--- config.mk ---
export PLATFORM = sky130hd
export DESIGN_NAME = resp_delay_pipe
export DESIGN_NICKNAME = d
export VERILOG_FILES = /design/src/rtl/adder_tb_pkg.sv /design/src/rtl/resp_delay_pipe.sv
export SDC_FILE = /design/constraint.sdc
export NUM_CORES = 1
export LEC_CHECK = 0
export BUFFER_PORTS_ARGS = -buffer_cell sky130_fd_sc_hd__buf_2
export CAP_MARGIN = 15
export CORE_MARGIN = 2
export CORE_UTILIZATION = 33
export CTS_CLUSTER_SIZE = 16
export DETAILED_ROUTE_END_ITERATION = 8
export GPL_ROUTABILITY_DRIVEN = 0
export GPL_TIMING_DRIVEN = 0
export HOLD_SLACK_MARGIN = 0.12
export PLACE_DENSITY = 0.73
export SYNTH_ARGS = -nofsm -noshare
export SYNTH_HDL_FRONTEND = slang
export SYNTH_SLANG_ARGS = --single-unit
--- constraint.sdc ---
create_clock -name clk -period 1.2 [get_ports clk]
set_input_delay 0.3 -clock clk [delete_from_list [all_inputs] [get_ports clk]]
set_output_delay 0.3 -clock clk [all_outputs]
set_load 0.02 [all_outputs]
--- src/rtl/adder_tb_pkg.sv ---
// adder_tb_pkg: shared definitions for the adder bench stimulus generator and
// the response checker.
//   WIDTH_DEF  : default operand width (sum is WIDTH_DEF+1 bits)
//   ERR_W_DEF  : default error-counter width
//   IDX_W      : vector index width (runs are at most 255 vectors)
//   EXP_MAX_W  : storage width of an expected sum in a pipe entry; sums of
//                narrower adders are zero-extended into it (WIDTH <= 31)
//   state_t    : checker run FSM
//   pipe_entry_t : one in-flight expectation {valid, exp, idx}
package adder_tb_pkg;

    localparam int WIDTH_DEF = 4;
    localparam int ERR_W_DEF = 8;
    localparam int IDX_W     = 8;
    localparam int EXP_MAX_W = 32;

    typedef enum logic [1:0] {
        IDLE = 2'd0,
        RUN  = 2'd1,
        DONE = 2'd2
    } state_t;

    typedef struct packed {
        logic                 valid;
        logic [EXP_MAX_W-1:0] exp;
        logic [IDX_W-1:0]     idx;
    } pipe_entry_t;

endpackage

--- src/rtl/resp_delay_pipe.sv ---
// resp_delay_pipe: STAGES-deep shift register of expectation entries. An
// entry presented at edge k appears on dout after edge k+STAGES-1, so the
// consumer compares it on edge k+STAGES.
//   clk, rst : clock, async active-high clear
//   flush    : synchronous clear of all valid bits
//   din      : entry to shift in (din.valid=0 pushes a bubble)
//   dout     : oldest entry
module resp_delay_pipe
    import adder_tb_pkg::*;
#(
    parameter int STAGES = 1
) (
    input  logic        clk,
    input  logic        rst,
    input  logic        flush,
    input  pipe_entry_t din,
    output pipe_entry_t dout
);

    logic [STAGES:1]      vld_pipe;
    logic [EXP_MAX_W-1:0] exp_pipe [1:STAGES];
    logic [IDX_W-1:0]     idx_pipe [1:STAGES];

    always_ff @(posedge clk or posedge rst) begin
        if (rst) begin
            vld_pipe <= '0;
        end else if (flush) begin
            vld_pipe <= '0;
        end else begin
            vld_pipe[1] <= din.valid;
            for (int s = 2; s <= STAGES; s++)
                vld_pipe[s] <= vld_pipe[s-1];
        end
    end

    // Payload only matters where the matching valid bit is set, so it
    // shifts freely and ignores flush.
    always_ff @(posedge clk or posedge rst) begin
        if (rst) begin
            for (int s = 1; s <= STAGES; s++) begin
                exp_pipe[s] <= '0;
                idx_pipe[s] <= '0;
            end
        end else begin
            exp_pipe[1] <= din.exp;
            idx_pipe[1] <= din.idx;
            for (int s = 2; s <= STAGES; s++) begin
                exp_pipe[s] <= exp_pipe[s-1];
                idx_pipe[s] <= idx_pipe[s-1];
            end
        end
    end

    always_comb begin
        dout       = '0;
        dout.valid = vld_pipe[STAGES];
        dout.exp   = exp_pipe[STAGES];
        dout.idx   = idx_pipe[STAGES];
    end

endmodule

==> flow_metrics.tcl, run 1 <==
set metrics [dict create \
    maxSlewViolCount 0 \
    power_density_mw_per_mm2 1220 \
    drtPass1Iterations 3 \
    syn_avg_cell_area_um2 23.9 \
    overflow 0 \
    antenna_found_initial 0 \
    synth.distinct_cells 4 \
    gr-usage-all-layers 0.139 \
    arrival_ns 0.86 \
    dpl.hpwl_um 1530 \
    grt_pass1_wl_um 3460 \
    root_buffer "clkbuf_4" \
    std_cell_rows 20 \
    pre_cts_ws_ns 0.222 \
    crit_type "reg -> out" \
    timing.final.crit_share 0.968 \
    syn2layout_area_growth_pct 105 \
    timing.hold.ws_ns 0.108 \
    synth.yosys.seq_area_share 0.976 \
    postLayoutCellArea_mm2 0.00215 \
    status "complete, no violations" \
    totalPowerFinal_mw 2.62 \
    post_drt_wl_per_cell_um 12.1 \
    cp_slowest_cell "dfrtp_1" \
    post-cts-setup-buffers 0 \
    design.portCount 85 \
    grt_pass1_vias 875 \
    ir_drop_mv 0.701 \
    viasPerCell 3.80 \
    syn-num-nets 88 \
    max_cap_violations 0 \
    finalHoldViolCount 0 \
    critPathLaunch "exp_pipe[27]" \
    power.leakage_nw 1.08 \
    fin_nets 219 \
    htree_levels 2 \
    worstPathMaxFanout 1 \
    cp_cell_sequence "buf_6" \
    first_iter_violations 12 \
    die_w_um 60.4 \
    min_period_ns 1.16 \
    yosysWarnings 0 \
    clock-sinks 41 \
    cts_tree "done" \
    timing.final.ws_setup_ns 0.0381 \
    finalSetupTns_ns 0 \
    start_util 0.344 \
    design.core.area_mm2 0.00305 \
    worstMarginPinSlew_ns 0.817 \
    max_slew_margin 0.454 \
    setup_violations 0 \
    synthCells 44 \
    endpoint "dout[35]" \
    die_area_mm2 0.00365 \
    placed_area_mm2 0.00153 \
    slowest_delay_ns 0.40 \
    synth-seq-cells 41 \
    drc 0 \
    utilization 0.705 \
    diodes 0 \
    rsz0062_at_grt "yes" \
    port_buffers 84 \
    vias 837 \
    dpl.cell_count 172 \
    cts_buffer_depth 2 \
    fmaxAchievable_mhz 861 \
    grt_max_degree 42 \
    cts_buffers 5 \
    syn_area_mm2 0.00105 \
    routed_wl_um 2670 \
    path_depth 1 \
    clkTransAtPathRegs_ns 0.10 \
    setup.worst_path.end_class "output port" \
    final_cells 220 \
    drtAntennaViolNets 0 \
    drive_above_1_share 0.534 \
    cp.required_ns 0.90 \
    path_delay_family "flip-flops" \
    start_kind "register" \
    die_height_um 60.4 \
    cp_num_buf_inv 1 \
    layout_common_cells "buf_2, dfrtp_1, dlygate4sd3_1" \
    final_common_cell "buf_2" \
    hold_class "in -> async" \
]
## final cells by class
cell class,instances,area [µm²]
fill,220,900
clock inverter,1,5.00
multi-input combinational,1,13.8
clock buffer,7,65.1
tap,44,55.1
timing repair buffer,125,981
sequential,41,1030
inverter,1,7.51
## cells by family (layout without fill, tap and decap cells)
| kind of cell | count (synthesis) | after routing | synth area share |
|---|---|---|---|
| AND/OR/NAND/NOR | 1 | 1 | 0.0131 |
| flip-flops | 41 | 41 | 0.976 |
| buffers and inverters | 2 | 134 | 0.0107 |
## registers in the layout, indices dropped and copies added (netlist names)
signal	count
vld_pipe	1
idx_pipe	8
exp_pipe	32
## Yosys cell counts (all sizes together)
master,number,area (µm²)
nor2b,1,13.8
buf,1,7.51
inv,1,3.75
dfrtp,41,1030
## what timing repair did
action | CTS | global route
hold buffers | 41 | 0
endpoints found under the setup margin | 1 | 23
gates resized for setup | 2 | 46
gates cloned | 0 | 0
endpoints found under the hold margin | 41 | 0
## power breakdown
part	switching [mW]	internal (mW)	total (mW)	leakage [nW]
registers	0.0269	1.45	1.48	0.479
clock network	0.388	0.340	0.728	0.0413
logic	0.184	0.235	0.419	0.560
total	0.599	2.02	2.62	1.08
## metal layers
metal | GRT usage | part of all wire | vias to the layer above
met5 | 0 | 0 | -
met4 | 0.0745 | 0.014 | 0
met3 | 0.0469 | 0.081 | 4
met2 | 0.261 | 0.58 | 52
met1 | 0.132 | 0.33 | 389
li1 | - | - | 392
## worst min-delay path by stage
stage	from	end	cells after the start
after floorplan	rst	exp_pipe[0]	1
after global placement	din[39]	exp_pipe[31]	1
after detailed placement	din[25]	exp_pipe[17]	1
after CTS	rst	exp_pipe[31]	2
after global routing	rst	exp_pipe[9]	2
final	rst	exp_pipe[28]	2
(Power assumes the default switching activity.)
==> run 2, diff against run 1 <==
--- a/config.mk
+++ b/config.mk
@@ -8,13 +8,15 @@
 export BUFFER_PORTS_ARGS = -buffer_cell sky130_fd_sc_hd__buf_2
 export CAP_MARGIN = 15
 export CORE_MARGIN = 2
-export CORE_UTILIZATION = 33
+export CORE_UTILIZATION = 35
 export CTS_CLUSTER_SIZE = 16
 export DETAILED_ROUTE_END_ITERATION = 8
 export GPL_ROUTABILITY_DRIVEN = 0
 export GPL_TIMING_DRIVEN = 0
 export HOLD_SLACK_MARGIN = 0.12
-export PLACE_DENSITY = 0.73
+export PLACE_DENSITY = 0.74
+export SETUP_SLACK_MARGIN = 0.4
+export SKIP_LAST_GASP = 1
 export SYNTH_ARGS = -nofsm -noshare
 export SYNTH_HDL_FRONTEND = slang
 export SYNTH_SLANG_ARGS = --single-unit
==> constraint.sdc (replaced) <==
create_clock -name clk -period 1.35 [get_ports clk]
set_input_delay 0.3375 -clock clk [delete_from_list [all_inputs] [get_ports clk]]
set_output_delay 0.3375 -clock clk [all_outputs]
set_load 0.02 [all_outputs]
==> flow_metrics.tcl, run 2 (same netlist as run 1, synthesis figures left out) <==
set metrics [dict create \
    status "complete, but fails checks" \
    max_cap_violations 0 \
    worstMarginPinSlew_ns 0.827 \
    largest_register_ffs 32 \
    diodes 0 \
    max_slew_margin 0.447 \
    setup_violations 0 \
    utilization 0.806 \
    timing.final.crit_share 0.966 \
    start_util 0.375 \
    start_kind "register" \
    routed_wl_um 3510 \
    critPathLaunch "vld_pipe" \
    drc 5 \
    power.leakage_nw 1.12 \
    first_iter_violations 20 \
    worstPathMaxFanout 1 \
    arrival_ns 0.97 \
    grt_pass1_wl_um 5000 \
    fmaxAchievable_mhz 767 \
    timing.final.ws_setup_ns 0.0465 \
    die_w_um 58.8 \
    std_cell_rows 19 \
    rsz0062_at_grt "yes" \
    top_register "exp_pipe" \
    drtPass1Iterations 5 \
    die_height_um 58.8 \
    port_buffers 84 \
    endpoint "dout[40]" \
    pre_cts_ws_ns 0.348 \
    min_period_ns 1.30 \
    syn2layout_area_growth_pct 115 \
    fillCellCount 148 \
    final_common_cell "buf_2" \
    cp.required_ns 1.01 \
    die_area_mm2 0.00346 \
    timing.hold.ws_ns 0.133 \
    post_drt_wl_per_cell_um 16.9 \
    grt_max_degree 42 \
    gr-usage-all-layers 0.219 \
    crit_type "reg -> out" \
    antenna_found_initial 0 \
    viasPerCell 4.20 \
    fin_nets 219 \
    setup.worst_path.end_class "output port" \
    layout_common_cells "buf_2, buf_6, dfrtp_1" \
    violations "DRC" \
    cts_tree "done" \
    grt_pass1_vias 1017 \
    drive_above_1_share 0.534 \
    cts_buffer_depth 2 \
    finalSetupTns_ns 0 \
    clock-sinks 41 \
    clkTransAtPathRegs_ns 0.12 \
    power_density_mw_per_mm2 1130 \
    design.portCount 85 \
    overflow 0 \
    hold_class "in -> async" \
    root_buffer "clkbuf_4" \
    vias 869 \
    largestRegisters "exp_pipe x32, idx_pipe x8, vld_pipe x1" \
    ir_drop_mv 0.844 \
    htree_levels 2 \
    post-cts-setup-buffers 0 \
    drtAntennaViolNets 0 \
    maxSlewViolCount 0 \
    finalHoldViolCount 0 \
    design.core.area_mm2 0.00281 \
    cts_buffers 5 \
]
-- run 2: through the flow --
| stage | instances | power, mW | area, µm² |
|---|---|---|---|
| after floorplan | 44 | 1.44 | 1050 |
| after global placement | 159 | 1.56 | 1510 |
| after detailed placement | 159 | 1.57 | 1510 |
| after CTS | 207 | 2.55 | 2260 |
| after global routing | 207 | 2.65 | 2260 |
| final | 207 | 2.55 | 2260 |
-- run 2: worst max-delay path: stages (launching register included) --
cell	delay, ns
dfrtp_1	0.39
buf_6	0.11
buf_6	0.12
-- run 2: how the worst min path moves through the flow --
stage | startpoint | end | slack (ns) | depth (start not counted)
global placement | din[13] | exp_pipe[5] | 0.45 | 1
floorplan | rst | exp_pipe[0] | 0.32 | 1
global route | flush | vld_pipe | 0.13 | 2
finish | rst | idx_pipe[0] | 0.13 | 2
detailed placement | din[5] | idx_pipe[5] | 0.45 | 1
CTS | flush | vld_pipe | 0.14 | 2
-- run 2: per-layer routing --
layer / routed length (µm) / part of all wire / global-route usage / up-vias
met4: 121 / 0.035 / 0.133 / 0
met5: 0 / 0 / 0 / -
met1: 939 / 0.27 / 0.168 / 413
met2: 2210 / 0.63 / 0.443 / 51
met3: 234 / 0.067 / 0.0725 / 13
li1: - / - / - / 392
-- run 2: where the power goes --
group | leakage [nW] | internal [mW] | switching (mW)
combinational | 0.598 | 0.240 | 0.173
sequential | 0.479 | 1.29 | 0.0330
clock | 0.0455 | 0.442 | 0.370
-- run 2: area by class of cell --
cell class	count	area, µm²	area share
Timing Repair Buffer	124	1080	0.477
Tap cell	31	38.8	0.0172
Sequential cell	41	1030	0.454
Clock inverter	1	30.0	0.0133
Inverter	1	7.51	0.00332
Multi-Input combinational cell	1	13.8	0.00609
Buffer	1	11.3	0.00498
Clock buffer	7	55.1	0.0244
-- run 2: repair_timing --
| item | in CTS | in global routing |
|---|---|---|
| hold buffers | 40 | 0 |
| gates resized for setup | 83 | 0 |
| hold endpoints to repair | 40 | 0 |
| endpoints found under the setup margin | 41 | 41 |
| pin swaps | 0 | 0 |
==> run 3, diff against run 2 <==
==> constraint.sdc (replaced) <==
create_clock -name clk -period 1.2 [get_ports clk]
set_input_delay 0.3 -clock clk [delete_from_list [all_inputs] [get_ports clk]]
set_output_delay 0.3 -clock clk [all_outputs]
set_load 0.02 [all_outputs]
==> flow_metrics.tcl, run 3 (same netlist as run 1, synthesis figures left out) <==
set metrics [dict create \
    status "complete, but fails checks" \
    violations "DRC, setup timing" \
    layout_common_cells "buf_2, buf_6, dfrtp_1, dlygate4sd3_1, clkbuf_4" \
    start_kind "register" \
    htree_levels 2 \
    antenna_found_initial 0 \
    cts_buffers 5 \
    min_period_ns 1.26 \
    routed_wl_um 3550 \
    std_cell_rows 19 \
    drtPass1Iterations 5 \
    cp_slowest_cell "dfrtp_1" \
    utilization 0.809 \
    finalHoldViolCount 0 \
    drive_above_1_share 0.531 \
    post_drt_wl_per_cell_um 17.1 \
    design.portCount 85 \
    worstPathMaxFanout 1 \
    fmaxAchievable_mhz 792 \
    largest_register_ffs 32 \
    cts_buffer_depth 2 \
    cts_tree "done" \
    root_buffer "clkbuf_4" \
    rsz0062_at_grt "yes" \
    power.leakage_nw 1.13 \
    max_cap_violations 0 \
    diodes 0 \
    gr-usage-all-layers 0.222 \
    timing.final.crit_share 1.05 \
    cp_cell_sequence "buf_6 -> buf_6" \
    timing.final.ws_setup_ns -0.0625 \
    crit_type "reg -> out" \
    drc 5 \
    grt_pass1_wl_um 5050 \
    power_density_mw_per_mm2 1260 \
    die_w_um 58.8 \
    path_common_cell "buf_6" \
    fin_nets 220 \
    largestRegisters "exp_pipe x32, idx_pipe x8, vld_pipe x1" \
    first_iter_violations 12 \
    slowest_delay_ns 0.39 \
    drtAntennaViolNets 0 \
    maxSlewViolCount 0 \
    die_area_mm2 0.00346 \
    final_common_cell "buf_2" \
    overflow 0 \
    pre_cts_ws_ns 0.235 \
    clkTransAtPathRegs_ns 0.12 \
    viasPerCell 4.23 \
    start_util 0.375 \
    setup_violations 1 \
    grt_pass1_vias 1038 \
    clock-sinks 41 \
    hold_class "in -> async" \
    vias 879 \
    setup.worst_path.end_class "output port" \
    cp_num_buf_inv 2 \
    syn2layout_area_growth_pct 116 \
    grt_max_degree 42 \
    arrival_ns 0.96 \
    cp.required_ns 0.90 \
    design.core.area_mm2 0.00281 \
    die_height_um 58.8 \
    port_buffers 84 \
    max_slew_margin 0.450 \
    timing.hold.ws_ns 0.100 \
    post-cts-setup-buffers 0 \
    path_delay_family "flip-flops" \
    worstMarginPinSlew_ns 0.823 \
    ir_drop_mv 0.949 \
    top_register "exp_pipe" \
]
[run 3: path summary, 6_finish.rpt]
| path | cells past startpoint | slack [ns] | from | endpoint |
|---|---|---|---|---|
| max | 2 | -0.06 | vld_pipe | dout[40] |
| min in group clk | 2 | 0.17 | din[40] | vld_pipe |
| max in group asynchronous | 2 | 0.63 | rst | exp_pipe[31] |
| min | 2 | 0.10 | rst | idx_pipe[0] |
[run 3: final cells by class]
type	count	area, µm²
Buffer	1	11.3
Clock buffer	7	55.1
Clock inverter	1	30.0
Fill cell	147	536
Inverter	1	7.51
Multi-Input combinational cell	1	13.8
Sequential cell	41	1030
Tap cell	31	38.8
Timing Repair Buffer	125	1090
[run 3: repair_timing]
action / 4_1_cts / 5_1_grt
gates resized for setup: 83 / 0
hold buffers: 41 / 0
setup endpoints to repair: 41 / 41
hold endpoints to repair: 70 / 0
cloned: 0 / 0
[run 3: layer usage]
| metal | vias up | part of all wire | GRT usage |
|---|---|---|---|
| met2 | 55 | 0.62 | 0.437 |
| met1 | 418 | 0.27 | 0.166 |
| met4 | 0 | 0.038 | 0.130 |
| met5 | - | 0 | 0 |
| met3 | 12 | 0.072 | 0.101 |
| li1 | 394 | - | - |
[run 3: through the flow]
| step | TNS, ns | std cells | power (mW) | instance area, µm² |
|---|---|---|---|---|
| floorplan | 0 | 44 | 1.62 | 1050 |
| global placement | 0 | 159 | 1.76 | 1510 |
| detailed placement | 0 | 159 | 1.76 | 1510 |
| CTS | -0.0720 | 208 | 2.87 | 2270 |
| global route | -0.874 | 208 | 3.00 | 2270 |
| finish | -0.0625 | 208 | 2.87 | 2270 |
[run 3: power by group]
part,internal [mW],switching [mW],total [mW]
sequential,1.45,0.0376,1.49
combinational,0.272,0.196,0.468
clock,0.498,0.411,0.909
